## src/rtl/fifo_wr_ctrl.sv

```systemverilog
// fifo_wr_ctrl: write-side control and status stage of a synchronous FIFO.
// Produces the memory write strobe and write pointer, and tracks occupancy.
// From occupancy it decodes the empty/full and almost-threshold flags.
// Optional sticky overflow/underflow error flags are compiled in when the
// macro FIFO_WR_ERR_EN is defined; otherwise both error outputs are tied to 0.
module fifo_wr_ctrl #(
    parameter int MEM_SIZE = 8,
    parameter int PTR_L    = 3,
    parameter int AF_TH    = 6,
    parameter int AE_TH    = 1
) (
    input  logic             clk,
    input  logic             reset_L,
    input  logic             fifo_wr,
    input  logic             fifo_rd,
    input  logic             err_clr,
    output logic             push,
    output logic [PTR_L-1:0] wr_ptr,
    output logic [PTR_L:0]   count,
    output logic             fifo_empty,
    output logic             fifo_full,
    output logic             almost_full,
    output logic             almost_empty,
    output logic             overflow_err,
    output logic             underflow_err
);

    localparam logic [PTR_L:0]   C_MEM  = MEM_SIZE[PTR_L:0];
    localparam logic [PTR_L:0]   C_AF   = AF_TH[PTR_L:0];
    localparam logic [PTR_L:0]   C_AE   = AE_TH[PTR_L:0];
    localparam logic [PTR_L-1:0] C_LAST = PTR_L'(MEM_SIZE - 1);

    logic [PTR_L-1:0] r_wr_ptr;
    logic [PTR_L:0]   r_count;
    logic             w_pop;
    logic             w_push;

    // The pop rule copies the read side's rule. It looks at fifo_wr, not at
    // push, so push -> pop -> push never forms a combinational loop.
    assign w_pop  = !reset_L && fifo_rd && (!fifo_empty || fifo_wr);
    assign w_push = !reset_L && fifo_wr && (!fifo_full || w_pop);

    // Write pointer: advance on push, wrap at MEM_SIZE-1 even for a depth
    // that is not a power of two.
    always_ff @(posedge clk) begin
        if (reset_L)
            r_wr_ptr <= '0;
        else if (w_push)
            r_wr_ptr <= (r_wr_ptr == C_LAST) ? '0 : r_wr_ptr + 1'b1;
    end

    // Occupancy: the push/pop rules keep it inside 0..MEM_SIZE.
    always_ff @(posedge clk) begin
        if (reset_L)
            r_count <= '0;
        else if (w_push && !w_pop)
            r_count <= r_count + 1'b1;
        else if (w_pop && !w_push)
            r_count <= r_count - 1'b1;
    end

    assign push         = w_push;
    assign wr_ptr       = r_wr_ptr;
    assign count        = r_count;
    assign fifo_empty   = (r_count == '0);
    assign fifo_full    = (r_count == C_MEM);
    assign almost_full  = (r_count >= C_AF);
    assign almost_empty = (r_count <= C_AE);

`ifdef FIFO_WR_ERR_EN
    logic r_ovf;
    logic r_unf;

    // Sticky error flags: a new error in the same cycle as err_clr wins.
    always_ff @(posedge clk) begin
        if (reset_L) begin
            r_ovf <= 1'b0;
            r_unf <= 1'b0;
        end else begin
            if (fifo_wr && !w_push)
                r_ovf <= 1'b1;
            else if (err_clr)
                r_ovf <= 1'b0;
            if (fifo_rd && !w_pop)
                r_unf <= 1'b1;
            else if (err_clr)
                r_unf <= 1'b0;
        end
    end

    assign overflow_err  = r_ovf;
    assign underflow_err = r_unf;
`else
    // Without error tracking the clear input has no function.
    logic w_unused_err_clr;
    assign w_unused_err_clr = err_clr;
    assign overflow_err     = 1'b0;
    assign underflow_err    = 1'b0;
`endif

endmodule

```

## config.mk

```make
export PLATFORM = sky130hd
export DESIGN_NAME = fifo_wr_ctrl
export DESIGN_NICKNAME = d
export VERILOG_FILES = /design/src/rtl/fifo_wr_ctrl.sv
export SDC_FILE = /design/constraint.sdc
export NUM_CORES = 1
export LEC_CHECK = 0
export CORE_MARGIN = 2
export CORE_UTILIZATION = 37
export DETAILED_ROUTE_END_ITERATION = 8
export PLACE_DENSITY = 0.71
export SYNTH_ARGS = -nofsm -noshare
export SYNTH_HDL_FRONTEND = slang
export SYNTH_SLANG_ARGS = --single-unit
```

## constraint.sdc

```tcl
create_clock -name clk -period 2.1 [get_ports clk]
set_input_delay 0.21 -clock clk [delete_from_list [all_inputs] [get_ports clk]]
set_output_delay 0.21 -clock clk [all_outputs]
set_load 0.02 [all_outputs]
```

Word-level counts from Yosys, hierarchy flattened
Index checks and enable logic that the tools add are counted.

Register bits after elaboration: 7. Bits of input ports: 5. Output and inout port bits: 14. Word-level logic and storage cells: 27.

$add $sub $neg: 3. Magnitude comparators: 2. Equality and inequality tests: 2. Mux-type cells: 3. Reduce and logical (&&, ||, !) cells: 15.

Operators with widths (number): $mux W4 (2); $logic_and A1 B1 Y1 (6); $logic_not A1 Y1 (5); $add A4 B1 Y4 const B (1); $eq A4 B4 Y1 const B (1); $ge A4 B3 Y1 const B (1); $le A4 B1 Y1 const B (1); $logic_not A4 Y1 (1); $sub A4 B1 Y4 const B (1); $add A3 B1 Y3 const B (1); $eq A3 B3 Y1 const B (1); $mux W3 (1); $logic_or A1 B1 Y1 (2); $reduce_bool A2 Y1 (1).

Logic depth before layout (Yosys ltp)
Depth after elaboration: 10. Mapped depth: 8.

Worst setup path before layout
OpenSTA, ideal clock, no wires.

Path type: register to register. Start point: reg r_count[0] (netlist: count[0]). End point: reg r_count[2] (netlist: count[2]). Library setup time: 72 ps. Data arrival time: 2584 ps. Required time: 2028 ps. Slack: -556 ps. Stages on the path, launching flop included: 8. Path buffers: 0. Path through: dfxtp_1 -> inv_1 -> ha_1 -> and3b_2 -> a211oi_4 -> ha_1 -> or3_2 -> a21oi_1.

RTL lines: from (decl) (RTL line 34) `logic [PTR_L:0] r_count;`; from (signal assigned) (RTL line 57) `r_count <= r_count + 1'b1;`; from (signal assigned) (RTL line 59) `r_count <= r_count - 1'b1;`; $eq A4 B4 Y1 * (RTL line 66) `assign fifo_full = (r_count == C_MEM);`; via fifo_full (RTL line 21) `output logic fifo_full,`; $logic_not A1 Y1 * (RTL line 41) `assign w_push = !reset_L && fifo_wr && (!fifo_full || w_pop);`; $logic_or A1 B1 Y1 * (RTL line 41); $logic_and A1 B1 Y1 * (RTL line 41); via push (RTL line 17) `output logic push,`; $logic_not A1 Y1 (RTL line 58) `else if (w_pop && !w_push)`; $logic_and A1 B1 Y1 (RTL line 58); $reduce_bool A2 Y1 (no line).

Mark *: on every way through the listed nets, which the timed path passes. The rest lies on a longest branch. The select of a mux whose other input is x is not followed. A chain may end at the register's enable or synchronous reset.

Worst setup path in the final report
Start point: reg r_count[1] (netlist: count[1]). End point: reg r_count[3] (netlist: count[3]).

Longest elaborated chain between the ends: 9.

RTL lines: $logic_not A4 Y1 (RTL line 65) `assign fifo_empty = (r_count == '0);`; $logic_not A1 Y1 (RTL line 40) `assign w_pop = !reset_L && fifo_rd && (!fifo_empty || fifo_wr);`; $logic_or A1 B1 Y1 (RTL line 40); $logic_and A1 B1 Y1 (RTL line 40); $logic_or A1 B1 Y1 (RTL line 41); $logic_and A1 B1 Y1 (RTL line 41); $logic_not A1 Y1 (RTL line 58); $logic_and A1 B1 Y1 (RTL line 58); $reduce_bool A2 Y1 (no line).

Parallel ways exist; a longest one is shown, timed or not. The select of a mux whose other input is x is not followed.

==> results.md <==
- Status: finished with violations
- Violated checks: setup timing
- Max Slew Vio Count: 0
- Die area: 1710 sq um
- Startpoint Class: register
- Final antenna-violating net count: 0
- FILL cells: 116
- Initial antenna violation count: 0
- Post-CTS Setup Repair Bufs: 0
- Final clock skew: 0.00536 ns
- Hold buffers post-CTS: 0
- Number of diodes: 0
- Detailed-route via count: 462
- DP HPWL: 821 um
- Post-synth EDFFs: 0
- GR Util All Layers: 15.0%
- GRT Residual Overflow: 0
- Synth Flop Type: dfxtp_1
- TritonCTS Sinks: 7
- Row count: 13
- DR WL/cell: 11.0 um
- Starting density of the core: 39.6%
- VDD IR max: 0.497 mV
- CTS buffer count: 3
- Max FO, Critical Path: 2
- Final Hold Viols: 0
- Tmin final: 2.11 ns
- Worst hold path type: register to register
- Nets: 98
- RSZ-0062 raised after global routing: yes
- First drt pass iteration count: 3
- #FFs+latches synth: 7
- Largest net degree at the start of global routing: 9
- Synth top area cells: dfxtp_1, ha_1, mux2i_1
- # IOs: 19
- DRT iter0 DRCs: 9
- Die height: 41.3 um
- Worst-Skew Late Latency: 0.26 ns
- PD cells: 943 nW/um^2
- FMAX: 474 MHz
- CTS tree: yes
- Core area: 1300 sq um
- Largest area contributor in the netlist: dfxtp_1
- Multi-input gate area: 404 sq um
- Period utilization: 100%
- First-pass GRT wire length: 1.58 mm
- Clock power share: 16.0%
- Die Wd: 41.3 um
- Sw frac: 37.5%
- Post_cts resized: 3
- Syn avg cell area: 9.55 sq um
- P_int: 508 uW
- GP Congestion: 0.781
- Worst setup margin: -0.00935 ns
- DRC: 0
- Final wirelength: 1.09 mm
- Setup TNS: -0.00935 ns
- Comb pwr share: 60.6%
- Asr flop ratio synth: 0%
- Placed Cells: 95
- Post-synthesis sequential area ratio: 27.2%
- Mapped Cells: 54
- Reg clk slew, reported paths: 0.06 ns
- CTS Root Buffer Type: clkbuf_4
- Yosys warning count: 0
- Mapped cell area: 515 sq um
- # H-tree levels: 1
- Finished Layout Cells: 99
- Post-synth top cells: ha_1, dfxtp_1, nor2_1
- Average via count per standard cell: 4.67
- Psw: 304 uW
- Post-synth cell types: 24
- Top cell type's share of synthesized area: 27.2%
- Max-Cap Viols: 0
- Setup CP Type: register to register
- Port Buf Inserts: 15
- Cell with the most instances after synthesis: ha_1
- Area delta synth->final: 67.0%
- Pre-CTS setup slack: -0.114 ns
- Leak: 0.385 nW
- Worst EP required: 2.25 ns
- Clock tree buffer depth: 2
- Vias in the first global route: 394
- Share of power burned in registers: 23.5%
- Critical path endpoint category: register
- CP arrival: 2.26 ns
- FF+latch area: 148 sq um
- Final Setup Violations: 1
- Layout cell share with drive strength beyond 1: 36.9%
area by class of cell:
class,instances,area share (%)
repair buffers,28,28.6
multi-input cells,41,46.9
inverters,4,2.03
well taps,15,2.18
flip-flops and latches,7,17.2
clock buffers,4,3.05
routing by layer:
metal  part of all wire, %  track usage, %
met1                    47            16.5
met2                    47            24.2
met3                   5.8            8.51
met4                  0.46            4.84
met5                     0               0
cells in the final DEF, fill, tap and decap left out:
cell             Yosys  layout
nor3_1               1       1
or3_4                0       1
a211o_1              1       1
a21oi_4              0       1
nor2_1               5       5
clkdlybuf4s50_1      0      14
buf_4                2      13
a211oi_4             1       1
ha_4                 0       2
inv_1                4       2
conb_1               1       2
o21ai_0              2       2
dfxtp_1              7       5
xor2_1               1       1
ha_1                 8       6
a21oi_1              2       1
nor2b_1              3       3
dfxtp_4              0       2
and3b_2              1       1
xnor2_1              1       1
nor3b_4              0       1
mux2i_1              3       3
or4_4                0       1
clkbuf_4             0       3
mux2_4               2       3
nand2b_1             3       3
clkbuf_1             1       1
inv_4                0       1
inv_2                0       1
nand4_1              1       1
dlygate4sd2_1        0       1
worst paths after layout:
check        startpoint   endpoint  slack [ns]  cells after the start
min reg2reg   wr_ptr[1]  wr_ptr[1]        0.52                      2
min           wr_ptr[1]  wr_ptr[1]        0.52                      2
max            count[1]   count[3]      -0.009                      8
max reg2reg    count[1]   count[3]      -0.009                      8
critical path: stages, from the launching register on:
cell and delay [ns]:
dfxtp_4 0.35, inv_4 0.04, ha_4 0.14, nor3b_4 0.14, a211o_1 0.29, ha_4 0.17
or4_4 0.43, a21oi_4 0.14, mux2_4 0.30
state kept, by name (all words and copies together) (netlist names):
register	count
count	4
wr_ptr	3
stage by stage:
step	hold WS, ns	cell area [sq um]	util, %	total power, mW
final	0.517	861	66.2	0.812
after global routing	0.533	861	66.2	0.867
after CTS	0.510	826	63.5	0.780
after detailed placement	0.502	793	61.0	0.637
after global placement	0.478	793	61.0	0.631
after floorplan	0.544	546	-	0.437
power by group through the flow:
stage	logic (mW)	clock network, mW	registers, mW
after floorplan	0.207	0	0.230
after global placement	0.444	0	0.187
after detailed placement	0.450	0	0.188
after CTS	0.463	0.132	0.185
after global routing	0.533	0.139	0.194
final	0.492	0.130	0.191
cells by family (layout without fill, tap and decap cells):
logic type                 Yosys count  in the layout  share of synthesized area (%)
and+or+nand+nor                     17             17                           19.4
adders and majority gates            8              8                           19.4
DFF                                  7              7                           27.2
buffers and inverters                7             36                           6.55
AOI/OAI and AO/OA                    6              6                           9.47
muxes                                6              6                           13.8
xor gates and xnor gates             2              2                           3.40
other                                1              2                          0.727
Power figures use the tool's default switching activity.
